===== config.mk =====
export PLATFORM = sky130hd
export DESIGN_NAME = hazard_ctrl
export DESIGN_NICKNAME = d
export VERILOG_FILES = /design/src/rtl/hazard_ctrl_pkg.sv /design/src/rtl/hazard_sb.sv /design/src/rtl/hazard_ctrl.sv
export SDC_FILE = /design/constraint.sdc
export NUM_CORES = 1
export LEC_CHECK = 0
export BUFFER_PORTS_ARGS = -buffer_cell sky130_fd_sc_hd__buf_2
export CORE_MARGIN = 3
export CORE_UTILIZATION = 30
export DETAILED_ROUTE_END_ITERATION = 6
export GPL_TIMING_DRIVEN = 0
export PLACE_DENSITY = 0.52
export SETUP_SLACK_MARGIN = 0.05
export SYNTH_ARGS = -nofsm -noshare
export SYNTH_HDL_FRONTEND = slang
export SYNTH_HIERARCHICAL = 1
export SYNTH_SLANG_ARGS = --single-unit

===== constraint.sdc =====
create_clock -name clk -period 4.55 [get_ports clk]
set_input_delay 0.6825 -clock clk [delete_from_list [all_inputs] [get_ports clk]]
set_output_delay 0.6825 -clock clk [all_outputs]
set_load 0.01 [all_outputs]

===== src/rtl/hazard_ctrl_pkg.sv =====
// Shared core constants for hazard control: writeback-source encodings,
// forwarding selects, scoreboard entry layout, FSM states, match helpers.
package hazard_ctrl_pkg;

    localparam logic [1:0] WB_ALU  = 2'b00;
    localparam logic [1:0] WB_LOAD = 2'b01;
    localparam logic [1:0] WB_PC4  = 2'b10;
    localparam logic [1:0] WB_IMM  = 2'b11;

    localparam logic [1:0] FWD_RF = 2'b00;
    localparam logic [1:0] FWD_M  = 2'b01;
    localparam logic [1:0] FWD_W  = 2'b10;

    typedef enum logic {
        RUN   = 1'b0,
        DRAIN = 1'b1
    } hz_state_t;

    typedef struct packed {
        logic [4:0] rd;
        logic       wr;
        logic       ld;
    } sb_ent_t;

    function automatic logic sb_hit(
        input sb_ent_t    ent,
        input logic [4:0] rs
    );
        return ent.wr && (ent.rd != 5'd0) && (ent.rd == rs);
    endfunction

    function automatic logic [1:0] fwd_pick(
        input logic hit_m,
        input logic hit_w
    );
        if (hit_m)
            return FWD_M;
        if (hit_w)
            return FWD_W;
        return FWD_RF;
    endfunction

endpackage


===== src/rtl/hazard_sb.sv =====
// Three-entry destination scoreboard (E, M, W) with match logic.
// Ports: D-stage register fields in, bubble_e in; E/M hit flags and E fwd selects out.
module hazard_sb
    import hazard_ctrl_pkg::*;
#(
    parameter logic [1:0] LOAD_SRC = WB_LOAD
) (
    input  logic       clk,
    input  logic       rst_n,
    input  logic [4:0] rs1_d,
    input  logic [4:0] rs2_d,
    input  logic [4:0] rd_d,
    input  logic       rd_write_d,
    input  logic [1:0] rd_write_src_d,
    input  logic       bubble_e,
    output logic       e_hit_rs1,
    output logic       e_hit_rs2,
    output logic       e_ld,
    output logic       m_hit_rs1,
    output logic       m_hit_rs2,
    output logic [1:0] fwd_rs1_e,
    output logic [1:0] fwd_rs2_e
);

    sb_ent_t    ent_d;
    sb_ent_t    ent_e;
    sb_ent_t    ent_m;
    sb_ent_t    ent_w;
    logic [4:0] rs1_e;
    logic [4:0] rs2_e;

    always_comb begin
        ent_d    = '0;
        ent_d.rd = rd_d;
        ent_d.wr = rd_write_d;
        ent_d.ld = rd_write_d && (rd_write_src_d == LOAD_SRC);
    end

    // E also keeps its source registers so the E-stage
    // forwarding selects can be formed against M and W.
    always_ff @(posedge clk or negedge rst_n) begin
        if (!rst_n) begin
            ent_e <= '0;
            ent_m <= '0;
            ent_w <= '0;
            rs1_e <= '0;
            rs2_e <= '0;
        end else begin
            ent_w <= ent_m;
            ent_m <= ent_e;
            if (bubble_e) begin
                ent_e <= '0;
                rs1_e <= '0;
                rs2_e <= '0;
            end else begin
                ent_e <= ent_d;
                rs1_e <= rs1_d;
                rs2_e <= rs2_d;
            end
        end
    end

    assign e_hit_rs1 = sb_hit(ent_e, rs1_d);
    assign e_hit_rs2 = sb_hit(ent_e, rs2_d);
    assign e_ld      = ent_e.ld;
    assign m_hit_rs1 = sb_hit(ent_m, rs1_d);
    assign m_hit_rs2 = sb_hit(ent_m, rs2_d);

    assign fwd_rs1_e = fwd_pick(sb_hit(ent_m, rs1_e),
                                sb_hit(ent_w, rs1_e));
    assign fwd_rs2_e = fwd_pick(sb_hit(ent_m, rs2_e),
                                sb_hit(ent_w, rs2_e));

endmodule


===== src/rtl/hazard_ctrl.sv =====
// Pipeline hazard controller: stalls, flushes, forwarding selects, drain FSM.
// Ports: D-stage fields, branch/taken, fetch valid in; stall/flush/fwd, counters out.
module hazard_ctrl
    import hazard_ctrl_pkg::*;
#(
    parameter logic [1:0] LOAD_SRC = WB_LOAD,
    parameter int         CNT_W    = 32
) (
    input  logic             clk,
    input  logic             rst_n,
    input  logic [4:0]       rs1_d,
    input  logic [4:0]       rs2_d,
    input  logic [4:0]       rd_d,
    input  logic             rd_write_d,
    input  logic [1:0]       rd_write_src_d,
    input  logic             branch,
    input  logic             branch_d,
    input  logic             mem_valid_f,
    output logic             stall_f,
    output logic             stall_d,
    output logic             flush_d,
    output logic             flush_e,
    output logic             forwarding_rs1_d,
    output logic             forwarding_rs2_d,
    output logic [1:0]       fwd_rs1_e,
    output logic [1:0]       fwd_rs2_e,
    output logic [CNT_W-1:0] stall_cnt,
    output logic [CNT_W-1:0] flush_cnt
);

    hz_state_t state;

    logic e_hit_rs1;
    logic e_hit_rs2;
    logic e_ld;
    logic m_hit_rs1;
    logic m_hit_rs2;
    logic ld_use;
    logic br_haz;
    logic hazard;

    hazard_sb #(
        .LOAD_SRC(LOAD_SRC)
    ) u_sb (
        .clk           (clk),
        .rst_n         (rst_n),
        .rs1_d         (rs1_d),
        .rs2_d         (rs2_d),
        .rd_d          (rd_d),
        .rd_write_d    (rd_write_d),
        .rd_write_src_d(rd_write_src_d),
        .bubble_e      (flush_e | stall_d),
        .e_hit_rs1     (e_hit_rs1),
        .e_hit_rs2     (e_hit_rs2),
        .e_ld          (e_ld),
        .m_hit_rs1     (m_hit_rs1),
        .m_hit_rs2     (m_hit_rs2),
        .fwd_rs1_e     (fwd_rs1_e),
        .fwd_rs2_e     (fwd_rs2_e)
    );

    assign ld_use = e_ld & (e_hit_rs1 | e_hit_rs2);
    assign br_haz = branch & (m_hit_rs1 | m_hit_rs2);
    assign hazard = ld_use | br_haz;

    // ALU result in E feeds the D-stage comparator directly.
    assign forwarding_rs1_d = rst_n & branch & e_hit_rs1 & ~e_ld;
    assign forwarding_rs2_d = rst_n & branch & e_hit_rs2 & ~e_ld;

    // Outputs are gated by rst_n so nothing escapes while in reset.
    // DRAIN discards the outstanding wrong-path response; otherwise
    // a hazard stall outranks a taken-branch flush, which outranks
    // a fetch-miss bubble.
    always_comb begin
        stall_f = 1'b0;
        stall_d = 1'b0;
        flush_d = 1'b0;
        flush_e = 1'b0;
        if (rst_n) begin
            if (state == DRAIN) begin
                flush_d = 1'b1;
            end else if (hazard) begin
                stall_f = 1'b1;
                stall_d = 1'b1;
                flush_e = 1'b1;
            end else if (branch_d) begin
                flush_d = 1'b1;
            end else if (!mem_valid_f) begin
                stall_f = 1'b1;
                flush_d = 1'b1;
            end
        end
    end

    always_ff @(posedge clk or negedge rst_n) begin
        if (!rst_n) begin
            state <= RUN;
        end else begin
            unique case (state)
                RUN: begin
                    if (!hazard && branch_d && !mem_valid_f)
                        state <= DRAIN;
                end
                DRAIN: begin
                    if (mem_valid_f)
                        state <= RUN;
                end
                default: state <= RUN;
            endcase
        end
    end

    always_ff @(posedge clk or negedge rst_n) begin
        if (!rst_n) begin
            stall_cnt <= '0;
            flush_cnt <= '0;
        end else begin
            if (stall_d && (stall_cnt != '1))
                stall_cnt <= stall_cnt + CNT_W'(1);
            if (flush_d && (flush_cnt != '1))
                flush_cnt <= flush_cnt + CNT_W'(1);
        end
    end

endmodule


==> metrics.md, run 1 <==
| Metric | Value |
|---|---|
| Status | `completed` |
| Antenna violations before repair | `0` |
| Class of the most critical hold timing path | `primary input to async pin` |
| Global-route wire length before repair | `18300 um` |
| Clock latency reported for the late side of the worst-skew pair | `0.35 ns` |
| Biggest area contributors in the synthesized netlist | `dfrtp_1 (51%), xnor2_1 (15%), nand4_1 (4.6%)` |
| Global-route usage over all layers | `between 10 and 15%` |
| Max-Slew Margin vs Limit | `a little over half` |
| Hold Violations, Final | `0` |
| Reported net switching power | `505 uW` |
| CP Data Required Time | `between 3 and 4 ns` |
| Largest net degree at the start of global routing | `57` |
| Power density over cell area | `about 340 mW/mm^2` |
| Number of unique standard cell types used by synthesis | `42` |
| Number of routed nets with antenna violations | `0` |
| Period minus WS final | `approximately 4.1 ns` |
| Final weighted congestion in routability-driven placement | `between 0.7 and 0.8` |
| Vias per Instance | `4.83` |
| Dominant cell type by area after synthesis | `dfrtp_1` |
| Port Buf Inserts | `96` |
| Leakage dissipation | `roughly 2.6 nW` |
| Portion of the clock cycle consumed by the worst path in the final layout | `91.0%` |
| Post-cts gate resize count | `0` |
| Area Overhead vs Synth | `22.7%` |
| Proportion of layout cells with a drive suffix above 1 | `26.4%` |
| Root Buffer Master | `clkbuf_16` |
| Critical path endpoint category | `primary output` |
| TritonCTS clock tree | `yes` |
| Count of mapped cells out of synthesis | `around 420` |
| Number of remaining DRC errors | `0` |
| Post-CTS setup buffer count | `0` |
| # nets final | `550` |
| Max-cap violations | `0` |
| Average routed wire per standard cell | `~16 um` |
| Setup Total Neg Slack | `0 ns` |
| Standard-cell rows | `44` |
| Share of the synthesized area in the top cell type | `50.8%` |
| Level count of the clock H-tree | `3` |
| Sequential share of power | `approximately 48%` |
| Post-synthesis register bit count | `94` |
| Pins over their slew limit | `0` |
| Maximum operating frequency | `241 MHz` |
| Length in cells of the worst reg-to-reg path | `11` |
| Clk buf depth | `2` |
| Setup CP Type | `flip-flop to primary output` |
| Clock-pin slew on the worst setup and hold paths | `0.07 ns` |
| Worst reg2reg path startpoint | `u_sb/ent_m[4]` |
| Die area | `0.0169 mm^2` |
| Initial core utilization | `a little under a third` |
| Post-Synthesis Cell Area | `0.00463 mm^2` |
| Clock sink total | `94` |
| Grt ovf | `0` |
| Number of clock buffers inserted by TritonCTS | `9` |
| # hold bufs at CTS | `0` |
| Highest-count cells in the layout ignoring fill and taps | `buf_2 (101), dfrtp_1 (94), xnor2_1 (81)` |
| First-pass DRT Iterations | `4` |
| Core ar. | `0.0148 mm^2` |
| First-iteration detailed-routing DRC count | `about 140` |
| I/O pin count | `97` |
| Vias after detailed routing | `roughly 3500` |
| Setup repair after global routing missed its margin | `false` |
| Leading cell type in the layout, fill and taps excluded | `buf_2` |
| Internal power component | `about 1.4 mW` |
| Post-route clock skew | `0.00828 ns` |
| Crit Path Max Fanout | `10` |
| Data arrival time at the worst-slack endpoint | `3.46 ns` |
| Sequential element share of the synthesized area | `50.8%` |
| Power, Total | `1.95 mW` |
| Number of global-route vias before repair | `about 3500` |
| Total number of yosys warnings | `6` |
| Clock share of power | `40.3%` |
| Slew of the pin with the lowest slew margin | `0.673 ns` |
| Synthesized net count | `442` |
| Final Routed Wirelength | `roughly 11000 um` |
| Worst R2R Setup Slack | `1.19 ns` |
| Final setup violation count | `0` |
| Die span in y | `130 um` |
| Antenna diode count | `0` |
| Hpwl dp | `8250 um` |
| Reg-to-Reg End | `flush_cnt[31]` |
| Timing startpoint of the critical path | `u_sb/ent_m[4]` |
| Comb pwr share | `11.3%` |
| Net switching fraction of the power | `25.9%` |
| Number of inserted filler cells in the final layout | `1465` |
| Sort of element at the start of the critical path | `flip-flop` |
| Die extent in x | `130 um` |
| Average cell area after synthesis | `11.1 um^2` |
| Worst-case vdd ir drop | `0.178 mV` |
-- final cells by class --
type                       instances  area [um^2]  share of cell area, %
buffer                            14         83.8                   1.48
clock buffer                      11          253                   4.45
clock inverter                     5         57.6                   1.01
inverter                           6         22.5                  0.397
multi-input combinational        303         2170                   38.2
sequential                        94         2350                   41.4
tap                              184          230                   4.05
timing repair buffer              97          510                   8.99
-- registers in the layout, indices dropped and copies added (netlist names) --
| name | flops |
|---|---|
| flush_cnt | 32 |
| stall_cnt | 32 |
| state | 1 |
| u_sb/e_ld | 1 |
| u_sb/ent_e | 6 |
| u_sb/ent_m | 6 |
| u_sb/ent_w | 6 |
| u_sb/rs1_e | 5 |
| u_sb/rs2_e | 5 |
-- through the flow --
step	hold slack [ns]	cell area [um^2]	setup slack [ns]	util (%)	cells
after detailed placement	0.358	5370	0.788	36.2	698
after global routing	0.381	5680	0.245	38.3	714
after global placement	0.360	5340	0.261	36.0	697
after CTS	0.351	5680	0.403	38.3	714
final	0.344	5680	0.408	38.3	714
after floorplan	0.348	4630	1.58	-	417
-- power by group through the flow --
stage / registers (mW) / clock network [mW] / logic (mW)
2_1_floorplan: 0.965 / 0 / 0.113
3_3_place_gp: 0.958 / 0 / 0.219
3_5_place_dp: 0.961 / 0 / 0.225
4_1_cts: 0.944 / 0.813 / 0.227
5_1_grt: 0.953 / 0.852 / 0.249
6_report: 0.943 / 0.786 / 0.220
-- worst max path at each step --
stage,endpoint,cells after the start,slack (ns)
floorplan,flush_d,9,1.58
CTS,flush_d,10,0.40
finish,flush_d,10,0.41
detailed placement,flush_d,10,0.79
global placement,stall_d,6,0.26
global route,flush_d,10,0.24
-- cells in the mapped netlist, drive strengths merged --
library cell / number
inv: 6
a2111oi: 1
clkbuf: 4
nor2b: 18
ha: 2
and3: 16
nor2: 19
and4: 7
nand2b: 2
a21o: 1
xnor2: 81
dfrtp: 94
nor4: 13
nand4: 36
or2: 1
o21ai: 4
a31oi: 4
xor2: 21
a311o: 1
or3: 2
mux2: 2
buf: 10
a2111o: 1
a211oi: 1
nor3: 3
and2: 4
nand2: 18
nand3: 38
or4: 3
and3b: 2
and4b: 2
-- worst max-delay path, cell delays in order, from the launching register on --
cell and delay [ns]:
dfrtp_1 0.38, buf_2 0.18, or4_4 0.53, o21ai_4 0.20, nor4_1 0.09, o21ai_0 0.56, a31oi_1 0.27, nor2b_1 0.17
clkbuf_1 0.27, buf_2 0.30, buf_2 0.18
-- metal layers --
| layer | track usage [%] | share of wire (%) | vias to the layer above |
|---|---|---|---|
| met5 | 0 | 0 | - |
| met4 | 5.87 | 1.9 | 0 |
| met3 | 2.46 | 4.2 | 14 |
| met2 | 21.8 | 48 | 70 |
| met1 | 18.1 | 46 | 1692 |
| li1 | - | - | 1676 |
-- cells by family after synthesis --
family / after synthesis / synth area share (%)
fa+ha+maj: 2 / 0.541
simple gates: 184 / 23.8
flops: 94 / 50.8
mux: 2 / 0.487
buf+inv: 20 / 2.30
xor+xnor: 102 / 19.3
compound gates: 13 / 2.73
No activity file was read; power rests on OpenSTA's default activity.
==> run 2, diff against run 1 <==
Settings changed: ABC_AREA from default to 1, PLACE_DENSITY 0.52 to default.
Clock period 4.55 ns to 3.5 ns, I/O delays scaled along.
==> metrics.md, run 2 <==
| Metric | Value |
|---|---|
| Post-CTS setup buffer count | `0 (unchanged)` |
| Biggest area contributors in the synthesized netlist | `dfrtp_1 (39%), nand2_1 (26%), nor2_1 (8.2%) (was dfrtp_1 (51%), xnor2_1 (15%), nand4_1 (4.6%))` |
| Length in cells of the worst reg-to-reg path | `11 (unchanged)` |
| Number of buffer and inverter instances along the worst setup path | `4 (unchanged)` |
| First-iteration detailed-routing DRC count | `266 (was 139)` |
| Commonest cells in the synthesized netlist | `nand2_1 (421), nor2_1 (130), dfrtp_1 (94) (was dfrtp_1 (94), xnor2_1 (81), nand3_1 (37))` |
| Most numerous cell in the Yosys netlist | `nand2_1 (was dfrtp_1)` |
| Final worst hold slack | `0.222 ns (was 0.344 ns)` |
| Setup CP Type | `flip-flop to primary output (unchanged)` |
| Final weighted congestion in routability-driven placement | `0.863 (was 0.790)` |
| I/O pin count | `97 (unchanged)` |
| Combined flip-flop and latch cell area | `0.00235 mm^2 (unchanged)` |
| Average routed wire per standard cell | `12.5 um (was 15.5 um)` |
| Power density over cell area | `353 mW/mm^2 (was 343 mW/mm^2)` |
| CP Data Required Time | `2.97 ns (was 3.87 ns)` |
| Hold Violations, Final | `0 (unchanged)` |
| Largest registers | `flush_cnt x32, stall_cnt x32 (unchanged)` |
| Clock latency reported for the late side of the worst-skew pair | `0.35 ns (about the same)` |
| Max-Slew Margin vs Limit | `54.0% (was 54.7%)` |
| Leading cell type in the layout, fill and taps excluded | `nand2_1 (was buf_2)` |
| Initial core utilization | `30.6% (was 31.2%)` |
| Post-synthesis register bit count | `94 (unchanged)` |
| Vias per Instance | `4.35 (was 4.83)` |
| Root Buffer Master | `clkbuf_16 (unchanged)` |
| First-pass DRT Iterations | `5 (was 4)` |
| Number of clock buffers inserted by TritonCTS | `9 (unchanged)` |
| Area Overhead vs Synth | `18.9% (was 22.7%)` |
| Proportion of layout cells with a drive suffix above 1 | `15.9% (was 26.4%)` |
| Setup Total Neg Slack | `0 ns (unchanged)` |
| Power, Total | `2.51 mW (was 1.95 mW)` |
| Number of inserted filler cells in the final layout | `2154 (was 1465)` |
| Critical path endpoint category | `primary output (unchanged)` |
| TritonCTS clock tree | `yes (unchanged)` |
| Port Buf Inserts | `96 (unchanged)` |
| Highest-count cells in the layout ignoring fill and taps | `nand2_1 (421), nor2_1 (130), buf_2 (100) (was buf_2 (101), dfrtp_1 (94), xnor2_1 (81))` |
| Async SR Flop Fraction | `100% (unchanged)` |
| Hpwl dp | `12300 um (was 8250 um)` |
| Period minus WS final | `2.96 ns` |
| Dominant cell type by area after synthesis | `dfrtp_1 (unchanged)` |
| Top Family by Delay on Critical Path | `buffers and inverters (was compound AO/OA/AOI/OAI gates)` |
| Final setup violation count | `0 (unchanged)` |
| Synthesized net count | `927 (was 442)` |
| Max-cap violations | `0 (unchanged)` |
| Data arrival time at the worst-slack endpoint | `2.43 ns (was 3.46 ns)` |
| Main flop type after synthesis | `dfrtp_1 (unchanged)` |
| Worst-path cell chain | `buf_6, nor2_1, nand3_1, o21ai_4, nor3_1, o21ai_0, nand2_1, nand2_1, inv_1, buf_4, buf_2 (was buf_2, or4_4, o21ai_4, nor4_1, o21ai_0, a31oi_1, nor2b_1, clkbuf_1, buf_2, buf_2)` |
| Antenna diode count | `0 (unchanged)` |
| Global-route wire length before repair | `27000 um (was 18300 um)` |
| Clk buf depth | `2 (unchanged)` |
| Vias after detailed routing | `5567 (was 3452)` |
| Total number of yosys warnings | `6 (unchanged)` |
| Clock sink total | `94 (unchanged)` |
| Number of unique standard cell types used by synthesis | `27 (was 42)` |
| Sort of element at the start of the critical path | `flip-flop (unchanged)` |
| Largest net degree at the start of global routing | `51 (was 57)` |
| Class of the most critical hold timing path | `primary input to async pin (unchanged)` |
| Status | `completed (unchanged)` |
| Slowest stage delay, CP | `0.39 ns (was 0.56 ns)` |
| Leakage dissipation | `3.72 nW (was 2.62 nW)` |
| Post-cts gate resize count | `0 (unchanged)` |
| Post-Synthesis Cell Area | `0.00598 mm^2 (was 0.00463 mm^2)` |
| Share of the synthesized area in the top cell type | `39.3% (was 50.8%)` |
| Post-route clock skew | `0.0190 ns (was 0.00828 ns)` |
| Crit Path Max Fanout | `6 (was 10)` |
| Number of routed nets with antenna violations | `0 (unchanged)` |
| Average cell area after synthesis | `6.63 um^2 (was 11.1 um^2)` |
| Level count of the clock H-tree | `3 (unchanged)` |
| Standard-cell rows | `51 (was 44)` |
| Crit. path cell count | `11 (was 10)` |
| # hold bufs at CTS | `0 (unchanged)` |
| # nets final | `1035 (was 550)` |
| Core ar. | `0.0195 mm^2 (was 0.0148 mm^2)` |
| Number of global-route vias before repair | `5359 (was 3472)` |
| Antenna violations before repair | `0 (unchanged)` |
| Cell occurring most often along the worst timing path | `nand2_1 (was buf_2)` |
| Multi-input logic area | `0.00317 mm^2 (was 0.00217 mm^2)` |
| Sequential element share of the synthesized area | `39.3% (was 50.8%)` |
| Grt ovf | `0 (unchanged)` |
| Setup repair after global routing missed its margin | `false (unchanged)` |
| Global-route usage over all layers | `15.2% (was 13.6%)` |
| Die extent in x | `147 um (was 130 um)` |
| Die area | `0.0217 mm^2 (was 0.0169 mm^2)` |
| Die span in y | `147 um (was 130 um)` |
| Pins over their slew limit | `0 (unchanged)` |
| Slew of the pin with the lowest slew margin | `0.690 ns (was 0.673 ns)` |
| Worst-path cell with the longest stage delay | `dfrtp_1 (was o21ai_0)` |
| Count of mapped cells out of synthesis | `902 (was 417)` |
| Final Routed Wirelength | `16000 um (was 11100 um)` |
| Worst-case vdd ir drop | `0.241 mV (was 0.178 mV)` |
| Clock-pin slew on the worst setup and hold paths | `0.08 ns (was 0.07 ns)` |
| Portion of the clock cycle consumed by the worst path in the final layout | `84.6%` |
| Maximum operating frequency | `338 MHz` |
| Number of remaining DRC errors | `0 (unchanged)` |
| Count of flip-flops with a built-in enable after synthesis | `0 (unchanged)` |
-- run 2: changes by cell type after synthesis, moves of 9 or more --
cell,before,now
nor2_1,19,130
inv_1,6,82
nand4_1,34,9
xnor2_1,81,31
nand2_2,0,12
and3_1,16,0
nor4_1,9,0
nor2b_1,18,0
nand2_1,18,421
-- run 2: metal layers --
layer,vias to the layer above,wire length (um),track usage [%]
li1,2939,-,-
met1,2480,7710,20.7
met2,127,7330,25.2
met3,21,673,2.90
met4,0,269,3.82
met5,-,0,0
-- run 2: path summary, 6_finish.rpt --
kind | startpoint | slack (ns) | end
setup / recovery | u_sb/ent_m[2] | 0.54 | stall_d
hold / removal | rst_n | 0.22 | stall_cnt[14]
setup reg to reg | u_sb/ent_m[6] | 0.85 | u_sb/rs2_e[2]
hold reg to reg | u_sb/ent_e[1] | 0.38 | u_sb/ent_m[1]
max in group asynchronous | rst_n | 2.60 | u_sb/ent_w[6]
min in group clk | rd_write_src_d[1] | 0.37 | u_sb/e_ld
-- run 2: area by class of cell --
class | count | share of cell area [%]
Multi-Input combinational cell | 705 | 44.6
Sequential cell | 94 | 33.1
Timing Repair Buffer | 97 | 7.18
Inverter | 87 | 4.66
Tap cell | 265 | 4.66
Clock buffer | 9 | 3.17
Buffer | 16 | 1.83
Clock inverter | 7 | 0.862
-- run 2: report_power, final --
group / leakage (nW) / switching, mW / internal, mW
logic: 2.34 / 0.188 / 0.130
registers: 1.24 / 0.0726 / 1.14
clock network: 0.141 / 0.478 / 0.500
total: 3.72 / 0.738 / 1.77
-- run 2: worst register-to-register path: cells and delay by family, from the launching register on --
kind	cells	cell delay, ns
AOI/OAI and AO/OA	1	0.20
DFF	1	0.38
xor gates and xnor gates	1	0.19
and+or+nand+nor	5	0.66
buffers and inverters	4	1.12
-- run 2: per-stage QoR --
step | instance area [um^2] | cells | setup WS (ns) | util [%]
after floorplan | 5980 | 902 | 1.30 | -
final | 7110 | 1280 | 0.540 | 36.4
after CTS | 7110 | 1280 | 0.445 | 36.4
after global placement | 6800 | 1263 | -0.587 | 34.8
after global routing | 7110 | 1280 | 0.238 | 36.4
after detailed placement | 6830 | 1264 | 0.477 | 35.0
-- run 2: logic make-up (layout without fill, tap and decap cells) --
kind of cell / Yosys count / in the layout / synth area share [%]
compound gates: 11 / 11 / 1.11
xor+xnor: 55 / 55 / 8.05
fa+ha+maj: 2 / 2 / 0.418
buf+inv: 103 / 216 / 7.71
flops: 94 / 94 / 39.3
simple gates: 637 / 637 / 43.4
==> run 3, diff against run 2 <==
Clock period 3.5 ns to 2.7 ns, I/O delays scaled along.
==> metrics.md, run 3 (synthesis results as in run 2) <==
| Metric | Value |
|---|---|
| Finished Core Util | `36.9% (was 36.4%)` |
| Pins over their slew limit | `0 (unchanged)` |
| First-iteration detailed-routing DRC count | `268 (was 266)` |
| Length in cells of the worst reg-to-reg path | `13 (was 11)` |
| Vias after detailed routing | `5586 (was 5567)` |
| Post-route clock skew | `0.0185 ns (was 0.0190 ns)` |
| Global-route wire length before repair | `27200 um (was 27000 um)` |
| # nets final | `1043 (was 1035)` |
| Root Buffer Master | `clkbuf_16 (unchanged)` |
| Hold Violations, Final | `0 (unchanged)` |
| TritonCTS clock tree | `yes (unchanged)` |
| Critical path endpoint category | `primary output (unchanged)` |
| Power, Total | `3.26 mW (was 2.51 mW)` |
| Clock sink total | `94 (unchanged)` |
| Largest registers | `flush_cnt x32, stall_cnt x32 (unchanged)` |
| Smallest setup slack after layout | `0.165 ns (was 0.540 ns)` |
| Die area | `0.0217 mm^2 (unchanged)` |
| Die extent in x | `147 um (unchanged)` |
| Class of the most critical hold timing path | `primary input to async pin (unchanged)` |
| Status | `completed (unchanged)` |
| Global-route usage over all layers | `15.4% (was 15.2%)` |
| Post-route cell area | `0.00720 mm^2 (was 0.00711 mm^2)` |
| Sort of element at the start of the critical path | `flip-flop (unchanged)` |
| I/O pin count | `97 (unchanged)` |
| Initial core utilization | `30.6% (unchanged)` |
| CP Data Required Time | `2.30 ns (was 2.97 ns)` |
| Number of global-route vias before repair | `5420 (was 5359)` |
| Worst reg2reg path startpoint | `u_sb/ent_e[6] (was u_sb/ent_m[6])` |
| Worst-path cell chain | `buf_6, nor2_1, nand3_1, o21ai_4, nor3_2, o21ai_2, nand2_1, nand2_2, clkinvlp_4, buf_4, buf_2 (was buf_6, nor2_1, nand3_1, o21ai_4, nor3_1, o21ai_0, nand2_1, nand2_1, inv_1, buf_4, buf_2)` |
| Period minus WS final | `2.53 ns` |
| Core ar. | `0.0195 mm^2 (unchanged)` |
| Worst R2R Setup Slack | `0.39 ns (was 0.85 ns)` |
| Hpwl dp | `12300 um (unchanged)` |
| Port Buf Inserts | `96 (unchanged)` |
| Clk buf depth | `2 (unchanged)` |
| Worst slack at placement | `-0.203 ns (was 0.477 ns)` |
| Antenna diode count | `0 (unchanged)` |
| Portion of the clock cycle consumed by the worst path in the final layout | `between 90% and 100%` |
| Clock latency reported for the late side of the worst-skew pair | `0.35 ns (about the same)` |
| Max-cap violations | `0 (unchanged)` |
| Final weighted congestion in routability-driven placement | `0.863 (unchanged)` |
| Grt ovf | `0 (unchanged)` |
| Area Overhead vs Synth | `20.3% (was 18.9%)` |
| Placed cell area | `0.00683 mm^2 (unchanged)` |
| Leakage dissipation | `3.75 nW (was 3.72 nW)` |
| Die span in y | `147 um (unchanged)` |
| Slowest stage delay, CP | `0.39 ns (about the same)` |
| Number of inserted filler cells in the final layout | `2149 (was 2154)` |
| First-pass DRT Iterations | `4 (was 5)` |
| Max-Slew Margin vs Limit | `54.0% (about the same)` |
| Standard-cell rows | `51 (unchanged)` |
| Final setup violation count | `0 (unchanged)` |
| Leading cell type in the layout, fill and taps excluded | `nand2_1 (unchanged)` |
| Setup repair after global routing missed its margin | `true (was false)` |
| Highest-count cells in the layout ignoring fill and taps | `nand2_1 (420), nor2_1 (130), buf_2 (100) (was nand2_1 (421), nor2_1 (130), buf_2 (100))` |
| Worst-path cell with the longest stage delay | `dfrtp_1 (unchanged)` |
| Setup Total Neg Slack | `0 ns (unchanged)` |
| Slew of the pin with the lowest slew margin | `0.689 ns (was 0.690 ns)` |
| Proportion of layout cells with a drive suffix above 1 | `17.4% (was 15.9%)` |
| Number of remaining DRC errors | `0 (unchanged)` |
| Data arrival time at the worst-slack endpoint | `2.13 ns (was 2.43 ns)` |
| Power density over cell area | `452 mW/mm^2 (was 353 mW/mm^2)` |
| Average routed wire per standard cell | `12.5 um (about the same)` |
| Largest net degree at the start of global routing | `51 (unchanged)` |
| Final Routed Wirelength | `16100 um (was 16000 um)` |
| Crit Path Max Fanout | `3 (was 6)` |
| Vias per Instance | `4.34 (was 4.35)` |
| Number of routed nets with antenna violations | `0 (unchanged)` |
| Maximum operating frequency | `394 MHz` |
| Clock-pin slew on the worst setup and hold paths | `0.08 ns (about the same)` |
| Reg-to-Reg End | `stall_cnt[16] (was u_sb/rs2_e[2])` |
| Antenna violations before repair | `0 (unchanged)` |
| Setup CP Type | `flip-flop to primary output (unchanged)` |
| Worst-case vdd ir drop | `0.312 mV (was 0.241 mV)` |
| # hold bufs at CTS | `0 (unchanged)` |
| Number of clock buffers inserted by TritonCTS | `9 (unchanged)` |
| Level count of the clock H-tree | `3 (unchanged)` |
## run 3: per-stage QoR
step,cells,hold slack (ns)
6_report,1288,0.102
5_1_grt,1288,0.159
4_1_cts,1289,0.123
3_5_place_dp,1264,0.361
3_3_place_gp,1263,0.361
2_1_floorplan,902,0.109
## run 3: area by class of cell
type | instances | area (um^2) | share of cell area (%)
Buffer | 15 | 126 | 1.75
Tap cell | 265 | 332 | 4.60
Inverter | 87 | 335 | 4.66
Timing Repair Buffer | 106 | 578 | 8.03
Clock buffer | 9 | 225 | 3.13
Sequential cell | 94 | 2350 | 32.7
Clock inverter | 7 | 61.3 | 0.851
Multi-Input combinational cell | 705 | 3190 | 44.3
## run 3: worst max-delay path: cells and delay by family, from the launching register on
kind / cells / cell delay [ns]
compound gates: 2 / 0.39
buf+inv: 4 / 0.52
flops: 1 / 0.39
simple gates: 5 / 0.49
## run 3: power breakdown
group	switching (mW)	total (mW)	leakage, nW	internal [mW]
registers	0.0936	1.57	1.24	1.48
logic	0.247	0.422	2.37	0.174
clock network	0.616	1.26	0.141	0.648
total	0.957	3.26	3.75	2.30
## run 3: worst max path at each step
stage	start	to	slack (ns)	cells past startpoint
global route	u_sb/ent_e[4]	stall_d	-0.03	10
CTS	u_sb/ent_e[4]	stall_d	0.07	10
finish	u_sb/ent_m[2]	stall_d	0.17	11
global placement	rst_n	u_sb/rs2_e[3]	-1.27	8
detailed placement	rst_n	u_sb/rs1_e[0]	-0.20	9
floorplan	u_sb/ent_m[2]	flush_cnt[28]	0.59	12
## run 3: metal layers
metal	up-vias	wire length (um)	track usage (%)	share of wire, %
met1	2490	7680	20.8	48
met3	22	743	2.93	4.6
met2	120	7410	25.4	46
met4	0	290	4.05	1.8
li1	2954	-	-	-
met5	-	0	0	0
## run 3: timing repair
item	in CTS	in global routing
setup endpoints to repair	14	15
pin swaps	4	1
gates resized for setup	7	4
setup buffers	9	0
